--- src/rtl/serial_add_ctrl.sv ---
// serial_add_ctrl
//   Bit-serial adder controller. One shared full_adder cell is stepped over
//   WIDTH clock cycles, LSB first, to add two WIDTH-bit operands plus a
//   carry-in. A start/done/ack handshake launches each add and returns the
//   result.
//
// Ports
//   clk    rising-edge clock
//   rst    synchronous active-high reset
//   start  request, sampled only in IDLE (captures a, b, cin)
//   a, b   WIDTH-bit operands
//   cin    carry-in
//   ack    result consumed, sampled only in DONE
//   busy   high whenever not IDLE
//   done   high in DONE; sum/cout/ovf valid
//   sum    WIDTH-bit result register
//   cout   carry out of the MSB
//   ovf    signed overflow (carry into MSB xor carry out of MSB)

module full_adder (
  input  logic a,
  input  logic b,
  input  logic cin,
  output logic s,
  output logic cout
);
  assign s    = a ^ b ^ cin;
  assign cout = (a & b) | (cin & (a ^ b));
endmodule

module serial_add_ctrl #(
  parameter int WIDTH = 8
) (
  input  logic             clk,
  input  logic             rst,
  input  logic             start,
  input  logic [WIDTH-1:0] a,
  input  logic [WIDTH-1:0] b,
  input  logic             cin,
  input  logic             ack,
  output logic             busy,
  output logic             done,
  output logic [WIDTH-1:0] sum,
  output logic             cout,
  output logic             ovf
);

  typedef enum logic [1:0] {
    IDLE = 2'd0,
    RUN  = 2'd1,
    DONE = 2'd2
  } state_t;

  localparam logic [4:0] LAST_BIT = 5'(WIDTH - 1);

  state_t           state;
  state_t           state_nxt;
  logic [WIDTH-1:0] a_sr;
  logic [WIDTH-1:0] b_sr;
  logic [WIDTH-1:0] psum;
  logic             carry_ff;
  logic [4:0]       cnt;
  logic             load;
  logic             last_bit;
  logic             fa_s;
  logic             fa_cout;

  full_adder u_fa (
    .a    (a_sr[0]),
    .b    (b_sr[0]),
    .cin  (carry_ff),
    .s    (fa_s),
    .cout (fa_cout)
  );

  always_ff @(posedge clk) begin
    if (rst) state <= IDLE;
    else     state <= state_nxt;
  end

  // Next-state decode. load marks start acceptance; last_bit marks the
  // cycle where the adder is working on the MSB.
  always_comb begin
    state_nxt = state;
    load      = 1'b0;
    last_bit  = 1'b0;
    case (state)
      IDLE: begin
        if (start) begin
          load      = 1'b1;
          state_nxt = RUN;
        end
      end
      RUN: begin
        if (cnt == LAST_BIT) begin
          last_bit  = 1'b1;
          state_nxt = DONE;
        end
      end
      DONE: begin
        if (ack) state_nxt = IDLE;
      end
      default: state_nxt = IDLE;
    endcase
  end

  // busy/done decode the state register directly, so they are registered
  // values with no path from any input.
  assign busy = (state != IDLE);
  assign done = (state == DONE);

  // Datapath. The partial sum fills from the MSB end so that after WIDTH
  // shifts bit 0 of the result sits in psum[0]. The visible result is only
  // written on the MSB cycle, so sum/cout/ovf never expose partial values.
  // carry_ff on the MSB cycle is the carry into the MSB, which gives ovf.
  always_ff @(posedge clk) begin
    if (rst) begin
      a_sr     <= '0;
      b_sr     <= '0;
      psum     <= '0;
      carry_ff <= 1'b0;
      cnt      <= '0;
      sum      <= '0;
      cout     <= 1'b0;
      ovf      <= 1'b0;
    end else if (load) begin
      a_sr     <= a;
      b_sr     <= b;
      carry_ff <= cin;
      cnt      <= '0;
      psum     <= '0;
    end else if (state == RUN) begin
      a_sr     <= a_sr >> 1;
      b_sr     <= b_sr >> 1;
      carry_ff <= fa_cout;
      cnt      <= cnt + 5'd1;
      psum     <= {fa_s, psum[WIDTH-1:1]};
      if (last_bit) begin
        sum  <= {fa_s, psum[WIDTH-1:1]};
        cout <= fa_cout;
        ovf  <= carry_ff ^ fa_cout;
      end
    end
  end

endmodule

--- config.mk ---
export PLATFORM = sky130hd
export DESIGN_NAME = serial_add_ctrl
export DESIGN_NICKNAME = d
export VERILOG_FILES = /design/src/rtl/serial_add_ctrl.sv
export SDC_FILE = /design/constraint.sdc
export NUM_CORES = 1
export LEC_CHECK = 0
export CAP_MARGIN = 0
export CORE_AREA = 4 4 76 60
export DETAILED_ROUTE_END_ITERATION = 6
export DIE_AREA = 0 0 80 64
export GPL_TIMING_DRIVEN = 0
export PLACE_DENSITY = 0.74
export SLEW_MARGIN = 20
export SYNTH_ARGS = -nofsm -noshare
export SYNTH_HDL_FRONTEND = slang
export SYNTH_SLANG_ARGS = --single-unit
--- constraint.sdc ---
create_clock -name clk -period 1.9 [get_ports clk]
set_clock_uncertainty 0.15 [all_clocks]
set_input_delay 0.19 -clock clk [delete_from_list [all_inputs] [get_ports clk]]
set_output_delay 0.19 -clock clk [all_outputs]
set_load 0.1 [all_outputs]
==> results of run 1 <==
## cell type report
type                       count  share of cell area
clock inverter                 1             0.00323
timing repair buffer          32               0.133
clock buffer                   6              0.0355
buffer                        15              0.0409
multi-input combinational    148               0.399
tap                           55              0.0296
inverter                       3             0.00538
sequential                    41               0.353
## state kept, by name, indices dropped and copies added (netlist names)
name	flops
a_sr	8
b_sr	8
carry_ff	1
cnt	5
cout	1
ovf	1
psum	7
state	2
sum	8
## metal layers
layer / wire (um) / global-route usage / up-vias
met3: 170 / 0.0423 / 7
met1: 1930 / 0.222 / 693
li1: - / - / 790
met2: 1680 / 0.239 / 34
met5: 0 / 0 / -
met4: 53 / 0.0633 / 0
## what timing repair did
item                       CTS  global route
hold endpoints to repair     0             0
resized for setup           24             2
setup endpoints to repair   12             2
## power by group through the flow
| stage | logic, mW | clock network [mW] | registers [mW] |
|---|---|---|---|
| global route | 0.259 | 0.631 | 0.925 |
| floorplan | 0.157 | 0 | 0.933 |
| global placement | 0.232 | 0 | 0.939 |
| finish | 0.236 | 0.576 | 0.920 |
| CTS | 0.235 | 0.595 | 0.921 |
| detailed placement | 0.235 | 0 | 0.940 |
## cell families after synthesis
family / synth area share
multiplexers: 0.0549
flip-flops: 0.444
XOR/XNOR: 0.0142
AND/OR/NAND/NOR: 0.226
AO/OA/AOI/OAI: 0.185
buffers and inverters: 0.0576
adder cells (fa/ha/maj): 0.0176
## worst max path at each step
stage / endpoint / startpoint / slack [ns]
floorplan: busy / state[1] / 0.08
global placement: done / state[1] / -0.73
detailed placement: done / state[1] / -0.70
CTS: ovf / ovf / 0.02
global route: ovf / ovf / 0.003
finish: ovf / ovf / 0.05
## Yosys cell counts (3+ instances only)
cell type	number	area share
nand2_1	19	0.039
nor2b_1	4	0.014
a211oi_1	15	0.061
buf_6	3	0.018
nor2_1	30	0.061
clkbuf_1	5	0.010
nand2b_1	20	0.068
mux2i_1	9	0.049
a21oi_1	12	0.033
o22ai_1	7	0.024
o2bb2ai_1	10	0.047
dfxtp_1	41	0.44
buf_4	3	0.012
buf_2	4	0.011
## worst reg2reg max path: stages, from the launching register on
cell,delay [ns]
dfxtp_1,0.37
ha_1,0.23
nand4b_2,0.15
nor3_2,0.25
buf_6,0.22
mux2i_1,0.21
## per-stage QoR
step	util	setup slack [ns]	setup TNS [ns]
floorplan	-	0.0769	0
global placement	0.575	-0.725	-1.45
detailed placement	0.575	-0.697	-1.47
CTS	0.594	0.0203	0
global route	0.596	0.00302	0
finish	0.596	0.0458	0
==> metrics.md, run 1 <==
| Metric | Value |
|---|---|
| Combinational power share | `0.136` |
| DRC Markers | `0` |
| Register area share after synthesis | `0.444` |
| Total power draw | `approximately 1.7 mW` |
| CTS buffer count | `5` |
| Io pins | `33` |
| Yosys cell types | `36` |
| Hold depth | `2` |
| CP top delay family | `buffers and inverters` |
| Worst path slowest cell | `dlygate4sd2_1` |
| Hold Path End | `psum[1]` |
| CTS clk-pin slew, worst paths | `roughly 0.08 ns` |
| Mapped Cells | `207` |
| Clk Latency, worst-skew pair | `about 0.29 ns` |
| Average cell area after synthesis | `8.92 um2` |
| CP required | `1.56 ns` |
| Layout area overhead | `25.9%` |
| Initial core utilization | `0.473` |
| Seq pwr share | `0.531` |
| Max frequency | `roughly 0.54 GHz` |
| Fin area | `~0.0023 mm2` |
| Nets | `~270` |
| Cell area power density | `~740 mW/mm2` |
| DP Area | `~0.0022 mm2` |
| ANT nets after route | `0` |
| Detailed-route via count | `1524` |
| Total iterations of the first detailed-routing run | `4` |
| CP Buf/Inv Count | `1` |
| Iter 0 DRT Violations | `48` |
| Total track usage | `0.161` |
| CP Data Arrival Time | `1.51 ns` |
| Count of pins over their slew limit | `0` |
| Antenna diodes | `0` |
| Pleak | `0.900 nW` |
| Multi-input gate area | `roughly 930 um2` |
| Routed wire length | `around 3800 um` |
| Asr flop ratio synth | `0` |
| Cell Rows | `20` |
| Synth warnings | `0` |
| Initial antenna violation count | `0` |
| Inst Count DP | `just under 300` |
| Clock share of power | `0.333` |
| Switch share | `0.249` |
| Slew headroom | `0.366` |
| CP max FO | `2` |
| Htree depth | `2` |
| Worst r2r dst | `sum[6]` |
| Core area | `~0.0039 mm2` |
| Number of max-cap violations | `0` |
| R2R cell count | `5` |
| Tmin final | `approximately 1.9 ns` |
| Aggregate global routing overflow | `0` |
| Finish-stage setup viols | `0` |
| CTS tree | `done` |
| Hold path startpoint | `psum[1]` |
| Tcrit/Tclk final | `0.976` |
| Via-per-instance ratio | `~5` |
| R2r startpoint | `cnt[0]` |
| Worst hold-check path type | `flop to flop` |
| Commonest non-fill, non-tap cell in the layout | `dfxtp_1` |
| Max VDD drop | `roughly 0.47 mV` |
| Post-CTS setup repair buffer count | `0` |
| Port Buf Inserts | `32` |
| R2r setup slk | `approximately 0.26 ns` |
| Gpl congestion | `about 0.8` |
| Switching Power | `roughly 430 uW` |
| Register bit total from synthesis | `41` |
| Synthesized area | `around 0.0018 mm2` |
| Smallest hold slack | `0.311 ns` |
| Layout cells sized above 1 | `0.114` |
| Fill cells | `between 300 and 400` |
| Status | `finished clean` |
| Crit-path cells | `dlygate4sd2_1` |
| Largest net degree at the start of global routing | `13` |
| CP Capture Type | `primary output` |
| HPWL Detailed | `approximately 2800 um` |
| Crit path largest cell delay | `0.86 ns` |
| Main flop type after synthesis | `dfxtp_1` |
| Number of global-route vias before repair | `about 1400` |
| Hold buffers post-CTS | `0` |
| CTS Buffer Depth | `2` |
| Commonest non-fill, non-tap cells in the layout | `40 x dfxtp_1, 29 x nor2_1, 20 x nand2b_1, 20 x clkdlybuf4s50_1, 19 x nand2_1` |
| RSZ-0062 raised after global routing | `no` |
| Crit Path Category | `flop to primary output` |
| Least-Margin Pin Slew | `roughly 0.96 ns` |
| Die Y | `between 60 and 70 um` |
| Critical Path Source Type | `flop` |
| Int Power | `about 1.3 mW` |
| First-pass GRT wire length | `approximately 6400 um` |
| Root buf cell | `clkbuf_8` |
| CTS sink cnt | `41` |
| Die Wd | `approximately 80 um` |
| Final Hold Fails | `0` |
| Number of synthesized flops with an enable pin | `0` |
| Die area | `between 0.005 and 0.006 mm2` |
| Syn Nets | `230` |
| Final non-filler cell total | `301` |
| DR WL/cell | `12.7 um` |
| Critical path depth in cells | `1` |
| FF+latch area | `822 um2` |
No activity file was read; power rests on OpenSTA's default activity.
==> run 2: changes to the inputs <==
GPL_TIMING_DRIVEN = unset   (was 0)
PLACE_DENSITY = 0.81   (was 0.74)
==> metrics.md, run 2 (synthesized netlist as in run 1, its figures left out) <==
| Metric | Value |
|---|---|
| Status | `finished clean` |
| Worst hold-check path type | `flop to flop` |
| Largest net degree at the start of global routing | `24` |
| Antenna diodes | `0` |
| DRC Markers | `0` |
| Cell Rows | `20` |
| Slew headroom | `0.750` |
| Critical Path Source Type | `flop` |
| Clk Latency, worst-skew pair | `approximately 0.3 ns` |
| CP max FO | `9` |
| CP top delay family | `flip-flops` |
| CTS buffer count | `5` |
| Worst path slowest cell | `dfxtp_1` |
| Htree depth | `2` |
| Final Hold Fails | `0` |
| Hold buffers post-CTS | `0` |
| Cell area power density | `roughly 750 mW/mm2` |
| CP Buf/Inv Count | `2` |
| Routed wire length | `3830 um` |
| CTS clk-pin slew, worst paths | `around 0.08 ns` |
| Setup TNS | `0 ns` |
| Crit Path Category | `flop to primary output` |
| Port Buf Inserts | `32` |
| Hold path startpoint | `psum[1]` |
| Core area | `roughly 0.0039 mm2` |
| Number of max-cap violations | `0` |
| Layout cells sized above 1 | `0.167` |
| CTS Buffer Depth | `2` |
| CTS sink cnt | `a little over 40` |
| HPWL Detailed | `around 2700 um` |
| Die Wd | `about 80 um` |
| Layout area overhead | `27.4%` |
| Tcrit/Tclk final | `0.943` |
| Io pins | `33` |
| CP Capture Type | `primary output` |
| Aggregate global routing overflow | `0` |
| Smallest hold slack | `about 0.31 ns` |
| Max frequency | `0.558 GHz` |
| Tmin final | `between 1.5 and 2 ns` |
| Max VDD drop | `0.397 mV` |
| Post-CTS setup repair buffer count | `0` |
| Commonest non-fill, non-tap cell in the layout | `dfxtp_1` |
| Iter 0 DRT Violations | `75` |
| Top flop regs | `a_sr x8, b_sr x8, sum x8` |
| Crit path largest cell delay | `0.52 ns` |
| Hold Path End | `psum[1]` |
| Die Y | `about 64 um` |
| Worst r2r dst | `ovf` |
| Nets | `about 270` |
| ANT nets after route | `0` |
| Crit-path cells | `clkinvlp_4 -> nor2_4 -> buf_12` |
| Die area | `0.00512 mm2` |
| Total track usage | `0.162` |
| Via-per-instance ratio | `between 5 and 6` |
| Commonest non-fill, non-tap cells in the layout | `41 x dfxtp_1, 29 x nor2_1, 22 x buf_4, 20 x nand2b_1, 20 x clkdlybuf4s50_1` |
| Least-Margin Pin Slew | `around 0.38 ns` |
| Hold depth | `2` |
| CP required | `~1.6 ns` |
| Root buf cell | `clkbuf_8` |
| Number of global-route vias before repair | `approximately 1500` |
| Detailed-route via count | `~1500` |
| Initial core utilization | `0.473` |
| # resized after CTS | `0` |
| R2r setup slk | `approximately 0.29 ns` |
| CP Data Arrival Time | `approximately 1.5 ns` |
| Total iterations of the first detailed-routing run | `4` |
| RSZ-0062 raised after global routing | `no` |
| DR WL/cell | `roughly 13 um` |
| CTS tree | `done` |
| First-pass GRT wire length | `6470 um` |
| Finish-stage setup viols | `0` |
| Count of pins over their slew limit | `0` |
| R2r startpoint | `carry_ff` |
| Gpl congestion | `approximately 0.78` |
| R2R cell count | `4` |
| Initial antenna violation count | `0` |
| Pleak | `between 0.8 and 0.9 nW` |
[run 2: power by group]
part	internal (mW)	total, mW	switching [mW]
Sequential	0.896	0.920	0.0246
Combinational	0.123	0.240	0.117
Clock	0.294	0.607	0.312
[run 2: stage by stage]
stage	worst slack [ns]	util	total power, mW	instance area, um2	instances
final	0.108	0.603	1.77	2350	300
after floorplan	0.0769	-	1.09	1850	207
after global placement	0.290	0.577	1.17	2250	292
after CTS	0.0849	0.602	1.78	2350	300
after global routing	0.0170	0.603	1.83	2350	300
after detailed placement	0.257	0.577	1.18	2250	292
[run 2: worst max-delay path by stage]
stage	start	endpoint	slack (ns)	cells after the start
finish	state[1]	done	0.11	3
global route	state[1]	busy	0.02	3
CTS	state[1]	busy	0.08	3
detailed placement	start	carry_ff	0.26	4
global placement	start	cnt[2]	0.29	4
floorplan	state[1]	busy	0.08	3
[run 2: tightest hold or removal path, cell delays in order (launching register included)]
cell and delay, ns:
dfxtp_1 0.32, nand2_1 0.05, a21oi_1 0.05
[run 2: layout make-up]
type | count | area [um2]
repair buffers | 45 | 425
clock buffers | 6 | 82.6
inverters | 3 | 15.0
multi-input cells | 148 | 927
clock inverters | 2 | 13.8
fillers | 352 | 1550
well taps | 55 | 68.8
flip-flops and latches | 41 | 821
[run 2: layer usage]
layer / wire length [um] / track usage / up-vias
li1: - / - / 789
met4: 74 / 0.0781 / 0
met1: 1850 / 0.195 / 698
met3: 131 / 0.0451 / 7
met5: 0 / 0 / -
met2: 1770 / 0.264 / 19
==> run 3: changes to the inputs <==
ABC_CLOCK_PERIOD_IN_PS = 1900   (was unset)
==> results of run 3 <==
No change in the layout: final DEF, timing and power equal those of run 2.
